[config.mk]
export PLATFORM = sky130hd
export DESIGN_NAME = ppheavy_on_sequencer
export DESIGN_NICKNAME = d
export VERILOG_FILES = /design/src/rtl/ppheavy_pkg.sv /design/src/rtl/ppheavy_wdog.sv /design/src/rtl/ppheavy_on_sequencer.sv
export SDC_FILE = /design/constraint.sdc
export NUM_CORES = 1
export LEC_CHECK = 0
export ABC_AREA = 1
export CORE_ASPECT_RATIO = 1.1
export CORE_MARGIN = 4
export CORE_UTILIZATION = 40
export CTS_CLUSTER_DIAMETER = 150
export DETAILED_ROUTE_END_ITERATION = 7
export GPL_ROUTABILITY_DRIVEN = 0
export GPL_TIMING_DRIVEN = 0
export HOLD_SLACK_MARGIN = 0.02
export PLACE_DENSITY = 0.68
export SYNTH_ARGS = -nofsm -noshare
export SYNTH_HDL_FRONTEND = slang
export SYNTH_HIERARCHICAL = 1
export SYNTH_SLANG_ARGS = --single-unit
[constraint.sdc]
create_clock -name clk_10k -period 6.05 [get_ports clk_10k]
set_clock_uncertainty 0.2 [all_clocks]
set_input_delay 1.815 -clock clk_10k [delete_from_list [all_inputs] [get_ports clk_10k]]
set_output_delay 1.815 -clock clk_10k [all_outputs]
set_load 0.02 [all_outputs]
[src/rtl/ppheavy_pkg.sv]
// Shared definitions for the ppheavy power-on sequencer: state encoding,
// default timing values and the watchdog counter width.
package ppheavy_pkg;

    typedef enum logic [2:0] {
        IDLE     = 3'd0,
        ARMED    = 3'd1,
        STAGE1   = 3'd2,
        ON       = 3'd3,
        FAULT    = 3'd4,
        OFF_WAIT = 3'd5
    } seq_state_t;

    localparam int TIMEOUT_TICKS_DEF = 40;
    localparam int MIN_GAP_TICKS_DEF = 8;
    localparam int OFF_GAP_TICKS_DEF = 10;
    localparam int WDOG_W            = 7;

endpackage

[src/rtl/ppheavy_wdog.sv]
// Clearable, saturating tick counter for the ppheavy sequencer watchdog.
// at_limit is high whenever the count has reached LIMIT.
module ppheavy_wdog #(
    parameter int WIDTH = 7,
    parameter int LIMIT = 39
) (
    input  logic             clk_10k,
    input  logic             rst_n,
    input  logic             clear,
    input  logic             en,
    output logic [WIDTH-1:0] count,
    output logic             at_limit
);

    localparam logic [WIDTH-1:0] LIMIT_W = WIDTH'(LIMIT);
    localparam logic [WIDTH-1:0] MAX_W   = '1;

    // Count enabled ticks, holding at all-ones instead of wrapping back to zero.
    always_ff @(posedge clk_10k) begin
        if (!rst_n || clear) begin
            count <= '0;
        end else if (en && (count != MAX_W)) begin
            count <= count + 1'b1;
        end
    end

    assign at_limit = (count >= LIMIT_W);

endmodule

[src/rtl/ppheavy_on_sequencer.sv]
// ppheavy power-on sequencer: raises state_start toward the on-timer, counts
// the returned start pulses, steps stage1/stage2 enables and supervises the
// handshake with a timeout watchdog.
// Optional macro PPHEAVY_SEQ_OFF_DELAY_EN: ordered shutdown from ON, where
// stage2 drops first and stage1 follows OFF_GAP_TICKS ticks later.
module ppheavy_on_sequencer
    import ppheavy_pkg::*;
#(
    parameter int TIMEOUT_TICKS = TIMEOUT_TICKS_DEF,
    parameter int MIN_GAP_TICKS = MIN_GAP_TICKS_DEF
) (
    input  logic clk_10k,
    input  logic rst_n,
    input  logic power_req,
    input  logic start,
    output logic state_start,
    output logic stage1_en,
    output logic stage2_en,
    output logic seq_done,
    output logic seq_fault
);

    localparam logic [WDOG_W-1:0] MIN_GAP_W = WDOG_W'(MIN_GAP_TICKS);
`ifdef PPHEAVY_SEQ_OFF_DELAY_EN
    localparam logic [WDOG_W-1:0] OFF_LAST_W = WDOG_W'(OFF_GAP_TICKS_DEF - 1);
`endif

    seq_state_t        state_q;
    seq_state_t        state_d;
    logic [WDOG_W-1:0] wdog;
    logic              wdog_timeout;
    logic              wdog_clear;
    logic              wdog_en;
    logic              gap_ok;
    logic              state_start_d;
    logic              stage1_en_d;
    logic              stage2_en_d;
    logic              seq_done_d;
    logic              seq_fault_d;

    // The watchdog restarts from zero on every state change; in OFF_WAIT it
    // doubles as the stage1 release timer.
    assign wdog_clear = (state_d != state_q);
`ifdef PPHEAVY_SEQ_OFF_DELAY_EN
    assign wdog_en = (state_q == ARMED) || (state_q == STAGE1) || (state_q == OFF_WAIT);
`else
    assign wdog_en = (state_q == ARMED) || (state_q == STAGE1);
`endif
    assign gap_ok = (wdog >= MIN_GAP_W);

    ppheavy_wdog #(
        .WIDTH (WDOG_W),
        .LIMIT (TIMEOUT_TICKS - 1)
    ) u_wdog (
        .clk_10k  (clk_10k),
        .rst_n    (rst_n),
        .clear    (wdog_clear),
        .en       (wdog_en),
        .count    (wdog),
        .at_limit (wdog_timeout)
    );

    // Register the state and the outputs decoded from the upcoming state.
    always_ff @(posedge clk_10k) begin
        if (!rst_n) begin
            state_q     <= IDLE;
            state_start <= 1'b0;
            stage1_en   <= 1'b0;
            stage2_en   <= 1'b0;
            seq_done    <= 1'b0;
            seq_fault   <= 1'b0;
        end else begin
            state_q     <= state_d;
            state_start <= state_start_d;
            stage1_en   <= stage1_en_d;
            stage2_en   <= stage2_en_d;
            seq_done    <= seq_done_d;
            seq_fault   <= seq_fault_d;
        end
    end

    // Next state: a power request drop beats a start pulse, and a start pulse
    // beats a timeout arriving in the same tick.
    always_comb begin
        state_d       = state_q;
        state_start_d = 1'b0;
        stage1_en_d   = 1'b0;
        stage2_en_d   = 1'b0;
        seq_done_d    = 1'b0;
        seq_fault_d   = 1'b0;

        case (state_q)
            IDLE: begin
                if (power_req) state_d = ARMED;
            end
            ARMED: begin
                if (!power_req)        state_d = IDLE;
                else if (start)        state_d = STAGE1;
                else if (wdog_timeout) state_d = FAULT;
            end
            STAGE1: begin
                if (!power_req)        state_d = IDLE;
                else if (start)        state_d = gap_ok ? ON : FAULT;
                else if (wdog_timeout) state_d = FAULT;
            end
            ON: begin
`ifdef PPHEAVY_SEQ_OFF_DELAY_EN
                if (!power_req) state_d = OFF_WAIT;
`else
                if (!power_req) state_d = IDLE;
`endif
            end
            FAULT: begin
                if (!power_req) state_d = IDLE;
            end
`ifdef PPHEAVY_SEQ_OFF_DELAY_EN
            OFF_WAIT: begin
                if (wdog >= OFF_LAST_W) state_d = IDLE;
            end
`endif
            default: state_d = IDLE;
        endcase

        case (state_d)
            ARMED: begin
                state_start_d = 1'b1;
            end
            STAGE1: begin
                state_start_d = 1'b1;
                stage1_en_d   = 1'b1;
            end
            ON: begin
                stage1_en_d = 1'b1;
                stage2_en_d = 1'b1;
                seq_done_d  = 1'b1;
            end
            FAULT: begin
                seq_fault_d = 1'b1;
            end
            OFF_WAIT: begin
                stage1_en_d = 1'b1;
            end
            default: begin
                state_start_d = 1'b0;
            end
        endcase
    end

endmodule

Word-level counts from Yosys, hierarchy flattened
Index checks and enable logic that the tools add are counted.
Widths: inputs -> output; s select.
{ "totals": {"reg_bits": 14, "inputBits": 4, "elab_cells": 41} }
{ "classes": {"addsub": 1, "magnitude_cmp": 2, "n_eq_ne": 11, "muxes": 13, "n_reduce_logical": 8} }
{ "op_table": {"columns": ["operator", "count"], "rows": [
  ["$mux 3", 8],
  ["$eq 3x2->1 const B", 4],
  ["$pmux 3 s4", 1],
  ["$eq 3x3->1 const B", 3],
  ["$add 7x1->7 const B", 1],
  ["$ge 7x4->1 const B", 1],
  ["$ge 7x6->1 const B", 1],
  ["$ne 7x7->1 const B", 1],
  ["$eq 3x1->1 const B", 2],
  ["$mux 1", 4],
  ["$reduce_or 2->1", 2],
  ["$logic_not 3->1", 1],
  ["$ne 3x3->1", 1],
  ["$reduce_or 3->1", 1],
  ["$logic_or 1x1->1", 2],
  ["$logic_and 1x1->1", 1],
  ["$logic_not 1->1", 1]
]} }

Longest topological paths before layout
Gate-level depths: netlist of the first run.
{ "logic_depth": {"word_depth": 8, "ltp_mapped": 16, "mapped_depth_nobuf": 16} }

Cells and area by module
The synthesis of the first run kept the hierarchy.
{ "by_module_without_submodules": {"columns": ["mod", "instances", "cells_each", "area_each_um2", "seq_area_each_um2"], "rows": [
  ["ppheavy_wdog", 1, 74, 493.0, 140.1],
  ["ppheavy_on_sequencer", 1, 72, 480.5, 140.1]
]} }

Least setup slack after synthesis of the first run
Ideal clock, no wire load.
{ "synth_timing": {"path_kind": "input port to flip-flop", "from": "input port power_req", "to": "register u_wdog.count[6]", "setup_time_ns": 0.070, "t_arrival_ns": 2.714, "slack_ns": 3.067, "stages": 10, "path_buffers": 0, "path_cell_list": "inv_1 > a21oi_4 > nand3_4 > nand2_1 > nand2_1 > nor2_1 > nand2_1 > nor2_4 > inv_1 > a21oi_1"} }
{ "synth_via": {"elab_chain_len": 4, "elab_cells_between_ends": 7, "classes_between": "1 x eq/ne; 5 x mux; 1 x reduce/logical"} }
{ "synth_rtl": {"columns": ["item", "line_no", "text"], "rows": [
  ["start, declared", "ppheavy_on_sequencer.sv:14", "input logic power_req,"],
  ["$mux 3, on equally long branches", null, null],
  ["$pmux 3 s4 *", "ppheavy_on_sequencer.sv:92", "case (state_q)"],
  ["$ne 3x3->1 *", "ppheavy_on_sequencer.sv:43", "assign wdog_clear = (state_d != state_q);"],
  ["via wdog_clear", "ppheavy_on_sequencer.sv:32", "logic wdog_clear;"],
  ["$logic_or 1x1->1 *", "ppheavy_wdog.sv:20", "if (!rst_n || clear) begin"],
  ["end signal, assigned", "ppheavy_wdog.sv:23", "count <= count + 1'b1;"],
  ["end, declared", "ppheavy_wdog.sv:11", "output logic [WIDTH-1:0] count,"]
]} }
Mark *: on every way through the listed nets, which the timed path passes. The rest lies on a longest branch.
A chain may end at the register's enable or synchronous reset.

Worst setup path in the final report of the first run
Same ends and word-level chain as after synthesis.

==> results.json, run 1 <==
{
  "outcome": "finished, final reports clean",
  "yosys-top-cells-area": "dfxtp_1 29%, nand2_1 12%, nand3_1 8.2%",
  "cts_buffers": 3,
  "antenna_found_initial": 0,
  "hold_path_class": "reg2reg",
  "cts.reportedPaths.clkPinSlew_ns": 0.09,
  "p_per_area_mw_per_mm2": 182,
  "final.min_clock_period_ns": 3.49,
  "yosys_register_bits": 14,
  "dr.first_iter.drc_count": 32,
  "setup_viol": 0,
  "core_area_sq_mm": 0.00227,
  "io_pins": 9,
  "rows": 18,
  "critPathLaunchType": "input pin",
  "via_per_inst": 4.77,
  "start_util": 0.428,
  "cts.htree.levels": 1,
  "worstPathArrival_ns": 3.50,
  "hpwlAfterDp_microns": 1520,
  "crit_fanout": 5,
  "post-route-period-util": 0.577,
  "postCtsHoldBufs": 0,
  "finalPower_mw": 0.205,
  "grt_util_all_layers": 0.138,
  "die-area_sq_mm": 0.00329,
  "synth.distinct_cells": 24,
  "synth-edff-count": 0,
  "synth_top_area_cell": "dfxtp_1",
  "insertion_delay_ns": 0.27,
  "numPortBuffers": 8,
  "cp.required_ns": 6.05,
  "slew_headroom": 0.769,
  "grt_first_pass_wirelength_microns": 3370,
  "clockBufferDepth": 2,
  "ys.warnings.count": 6,
  "die_x_microns": 55.0,
  "fmax_mhz": 286,
  "num_antenna_cells": 0,
  "post_synth.cell_area_avg_sq_um": 6.67,
  "grt_setup_unrepaired": "false",
  "worst-setup-path-type": "in2reg",
  "synthToLayoutAreaGrowth_pct": 15.8,
  "grt_pass1_vias": 818,
  "fill_cells": 240,
  "async_flop_share": 0,
  "hold_viol": 0,
  "reg2regPathDepth": 16,
  "synthCells": 146,
  "hold_end": "u_wdog/count[1]",
  "post_drt_wl_per_cell_microns": 9.82,
  "hold_slack_ns": 0.346,
  "synth_area_sq_um": 973,
  "tightest_slew_ns": 0.346,
  "clock_sinks": 14,
  "antenna_left": 0,
  "cts_tree": "done",
  "synth.top_cells.by_count": "30 x nand2_1, 21 x nor2_1, 18 x inv_1",
  "hp-start": "u_wdog/count[1]",
  "synth_nets": 152,
  "overflow": 0,
  "tns_ns": 0,
  "drive_above_1_share": 0.203,
  "endpoint_kind": "flop",
  "total_leakage_power_nw": 0.502,
  "yosysSeqAreaShare": 0.288,
  "post_cts_buffers": 0,
  "slew_violations": 0,
  "rr_endpoint": "u_wdog/count[6]",
  "yosysTopAreaCellShare": 0.288,
  "die_h_microns": 59.7,
  "dr.pass1.iters": 4,
  "synth.most_common_cell": "nand2_1",
  "final_nets": 165,
  "via_count": 897,
  "min_path_cells": 2,
  "cts-root-buf": "clkbuf_4",
  "grt_max_degree": 10,
  "timing.max_cap.violations": 0,
  "detail_route.wirelength_microns": 1850,
  "drc_errors": 0,
  "ff2ff_setup_slack_ns": 3.73,
  "cts_resized": 0,
  "peakVddDrop_uv": 143,
  "r2r_start": "u_wdog/count[0]",
  "synth-main-ff-cell": "dfxtp_1"
}
[through the flow]
stage	setup WS, ns	instance area (sq um)	cells	utilization
3_3_place_gp	2.27	1090	184	0.480
4_1_cts	2.55	1130	188	0.496
3_5_place_dp	2.27	1090	184	0.480
5_1_grt	2.39	1130	188	0.496
6_report	2.56	1130	188	0.496
2_1_floorplan	3.07	973	146	-
[routing by layer]
metal  vias up  share of wire  wire (microns)  track usage
met5         -              0               0            0
met4         0         0.0076              14       0.0521
met3         2          0.044              81       0.0374
met2        15           0.49             896        0.218
met1       399           0.46             853        0.176
li1        481              -               -            -
[critical path, stage by stage]
cell	delay, ns
clkdlybuf4s50_1	0.54
inv_1	0.12
a21oi_4	0.19
nand3_4	0.11
nand2_1	0.07
nand2_1	0.05
nor2_1	0.11
nand2_1	0.09
nor2_4	0.16
inv_1	0.11
a21oi_1	0.14
[flip-flops by register name, indices dropped and copies added (netlist names)]
name          count
u_wdog/count      7
seq_fault         1
stage1_en         1
state_start       1
state_q           3
seq_done          1
[cells by family (layout without fill, tap and decap cells)]
logic type      count (synthesis)  count (layout)  share of synthesized area
simple gates                   89              89                      0.469
compound gates                 13              13                     0.0900
flops                          14              14                      0.288
buf+inv                        28              40                      0.127
fa+ha+maj                       2               2                     0.0257
[area by class of cell]
class | count | area, sq um | area share
plain buffers | 4 | 33.8 | 0.0300
clock buffers | 4 | 36.3 | 0.0322
inverters | 24 | 90.1 | 0.0799
multi-input cells | 104 | 569 | 0.505
flip-flops and latches | 14 | 280 | 0.249
well taps | 30 | 37.5 | 0.0333
repair buffers | 8 | 80.1 | 0.0710
[worst max path at each step]
stage	slack, ns	end	depth (start not counted)	start
6_report	2.56	u_wdog/count[6]	11	power_req
5_1_grt	2.39	u_wdog/count[6]	11	power_req
4_1_cts	2.55	u_wdog/count[6]	11	power_req
3_5_place_dp	2.27	u_wdog/count[6]	11	power_req
3_3_place_gp	2.27	u_wdog/count[6]	11	power_req
2_1_floorplan	3.07	u_wdog/count[6]	10	power_req
[power by group]
group | leakage [nW] | total (mW) | switching [mW] | internal [mW]
clock network | 0.0210 | 0.0668 | 0.0303 | 0.0365
logic | 0.367 | 0.0417 | 0.0256 | 0.0161
registers | 0.114 | 0.0968 | 0.00201 | 0.0948
total | 0.502 | 0.205 | 0.0579 | 0.148
[placed cells by master, fill, tap and decap left out, drive strengths merged]
cell,synthesis,final
a21oi,7,7
nand3b,1,1
clkbuf,0,4
clkinv,1,1
inv,23,23
nor3,1,1
o21ai,6,6
clkdlybuf4s50,0,8
buf,4,4
ha,2,2
nor2,28,28
nand2,36,36
dfxtp,14,14
nand3,17,17
nand4,6,6
Power figures use the tool's default switching activity.
==> inputs of run 2 (changes only) <==
--- a/config.mk
+++ b/config.mk
@@ -14,7 +14,7 @@
 export GPL_ROUTABILITY_DRIVEN = 0
 export GPL_TIMING_DRIVEN = 0
 export HOLD_SLACK_MARGIN = 0.02
-export PLACE_DENSITY = 0.68
+export PLACE_DENSITY = 0.7
 export SYNTH_ARGS = -nofsm -noshare
 export SYNTH_HDL_FRONTEND = slang
 export SYNTH_HIERARCHICAL = 1
==> constraint.sdc (replaced) <==
create_clock -name clk_10k -period 2.85 [get_ports clk_10k]
set_clock_uncertainty 0.2 [all_clocks]
set_input_delay 0.855 -clock clk_10k [delete_from_list [all_inputs] [get_ports clk_10k]]
set_output_delay 0.855 -clock clk_10k [all_outputs]
set_load 0.02 [all_outputs]
==> run 2 against run 1 <==
Against the previous run: via count rose by 0.78%; flip-flop and latch count did not move; total power rose by 110%; clock-buffer cell count did not move; critical path depth did not move; sequential power rose by 110%; worst setup slack got worse by 2.3 ns; register-to-register slack got worse by 3.2 ns; die area did not move; largest cell class unchanged; largest power group unchanged.
==> results.json, run 2 (same netlist as run 1, synthesis figures left out) <==
{
  "rr_endpoint": "u_wdog/count[6]",
  "hp-start": "u_wdog/count[1]",
  "critPathLaunchType": "input pin",
  "detail_route.wirelength_microns": 1930,
  "synthToLayoutAreaGrowth_pct": 15.8,
  "p_seq_frac": 0.474,
  "timing.max_cap.violations": 0,
  "largestRegisters": "u_wdog/count x7, state_q x3",
  "grt_max_degree": 10,
  "core_area_sq_mm": 0.00227,
  "post_cts_buffers": 0,
  "cts_resized": 0,
  "slew_headroom": 0.778,
  "final.min_clock_period_ns": 2.55,
  "worstPathArrival_ns": 2.55,
  "comb_power_share": 0.204,
  "cp_top_family": "buffers and inverters",
  "die_x_microns": 55.0,
  "post-route-period-util": 0.894,
  "crit_chain": "clkdlybuf4s50_1 -> inv_1 -> a21oi_4 -> nand3_4 -> nand2_1 -> nand2_1 -> nor2_1 -> nand2_1 -> nor2_4 -> inv_1 -> a21oi_1",
  "cts-root-buf": "clkbuf_4",
  "tightest_slew_ns": 0.333,
  "tns_ns": 0,
  "cp.required_ns": 2.85,
  "antenna_found_initial": 0,
  "total_leakage_power_nw": 0.502,
  "rows": 18,
  "post_drt_wl_per_cell_microns": 10.2,
  "hold_end": "u_wdog/count[1]",
  "max_stage_delay_ns": 0.55,
  "drc_errors": 0,
  "num_antenna_cells": 0,
  "cts_tree": "done",
  "cts.htree.levels": 1,
  "slew_violations": 0,
  "cts_buffers": 3,
  "setup_viol": 0,
  "dr.pass1.iters": 4,
  "postCtsHoldBufs": 0,
  "min_path_cells": 2,
  "overflow": 0,
  "io_pins": 9,
  "p_per_area_mw_per_mm2": 385,
  "via_count": 904,
  "clock_sinks": 14,
  "worst-setup-path-type": "in2reg",
  "clkPwrFrac": 0.323,
  "slowest_stage": "clkdlybuf4s50_1",
  "final_nets": 165,
  "insertion_delay_ns": 0.27,
  "p_int_mw": 0.313,
  "hold_path_class": "reg2reg",
  "ff2ff_setup_slack_ns": 0.49,
  "crit_fanout": 5,
  "swShare": 0.279,
  "peakVddDrop_uv": 260,
  "final_core_util": 0.496,
  "grt_setup_unrepaired": "false",
  "top_register": "u_wdog/count",
  "fill_cells": 229,
  "layout_common_cells": "30 x nand2_1, 21 x nor2_1, 18 x inv_1, 16 x nand3_1, 14 x dfxtp_1",
  "hold_slack_ns": 0.343,
  "grt_first_pass_wirelength_microns": 3410,
  "grt_util_all_layers": 0.139,
  "via_per_inst": 4.81,
  "hold_viol": 0,
  "clockBufferDepth": 2,
  "path_common_cell": "nand2_1",
  "die-area_sq_mm": 0.00329,
  "r2r_start": "u_wdog/count[0]",
  "p_sw_mw": 0.121,
  "start_util": 0.428,
  "layout_commonest_cell": "nand2_1",
  "hpwlAfterDp_microns": 1550,
  "cp_num_buf_inv": 3,
  "largest_register_ffs": 7,
  "ff_latch_area_sq_um": 280,
  "multiInputGateArea_sq_um": 569,
  "die_h_microns": 59.7,
  "outcome": "finished, final reports clean",
  "reg2regPathDepth": 16,
  "grt_pass1_vias": 866,
  "dr.first_iter.drc_count": 18,
  "cts.reportedPaths.clkPinSlew_ns": 0.09,
  "drive_above_1_share": 0.203,
  "numPortBuffers": 8,
  "antenna_left": 0,
  "endpoint_kind": "flop",
  "fmax_mhz": 392
}
==> run 2: how the worst max path moves through the flow <==
stage	slack, ns	cells after the start	startpoint	endpoint
after CTS	0.30	11	power_req	u_wdog/count[6]
after floorplan	0.82	16	u_wdog/count[0]	u_wdog/count[6]
after detailed placement	0.02	11	power_req	u_wdog/count[6]
final	0.30	11	power_req	u_wdog/count[6]
after global placement	0.04	11	power_req	u_wdog/count[6]
after global routing	0.17	11	power_req	u_wdog/count[6]
==> run 2: cell type report <==
type / instances / share of cell area
Timing Repair Buffer: 8 / 0.0710
Tap cell: 30 / 0.0333
Multi-Input combinational cell: 104 / 0.505
Sequential cell: 14 / 0.249
Inverter: 24 / 0.0799
Buffer: 4 / 0.0300
Clock buffer: 4 / 0.0322
==> run 2: worst reg2reg max path, cell delays in order, from the launching register on <==
cell and delay (ns):
dfxtp_1 0.37, ha_1 0.24, nand2_1 0.08, nand3_1 0.06, o21ai_1 0.12, nand2_1 0.08, inv_1 0.10, a21oi_1 0.08
o21ai_2 0.11, nand3_4 0.12, nand2_1 0.07, nand2_1 0.04, nor2_1 0.10, nand2_1 0.10, nor2_4 0.17, inv_1 0.11
a21oi_1 0.14
==> run 2: power by group through the flow <==
| stage | clock (mW) | combinational, mW | sequential (mW) |
|---|---|---|---|
| global placement | 0 | 0.0874 | 0.210 |
| detailed placement | 0 | 0.0886 | 0.210 |
| CTS | 0.146 | 0.0890 | 0.206 |
| finish | 0.140 | 0.0885 | 0.206 |
| global route | 0.155 | 0.0986 | 0.206 |
| floorplan | 0 | 0.0647 | 0.212 |
==> run 2: routing by layer <==
| layer | global-route usage | routed length, microns |
|---|---|---|
| met3 | 0.0324 | 50 |
| met5 | 0 | 0 |
| met2 | 0.216 | 917 |
| met4 | 0.0660 | 23 |
| met1 | 0.178 | 933 |
==> run 2: metrics by stage <==
step	setup WS [ns]	total power [mW]	cells	area (sq um)
floorplan	0.820	0.277	146	973
global route	0.173	0.460	188	1130
finish	0.302	0.434	188	1130
detailed placement	0.0177	0.299	184	1090
CTS	0.296	0.440	188	1130
global placement	0.0435	0.298	184	1090
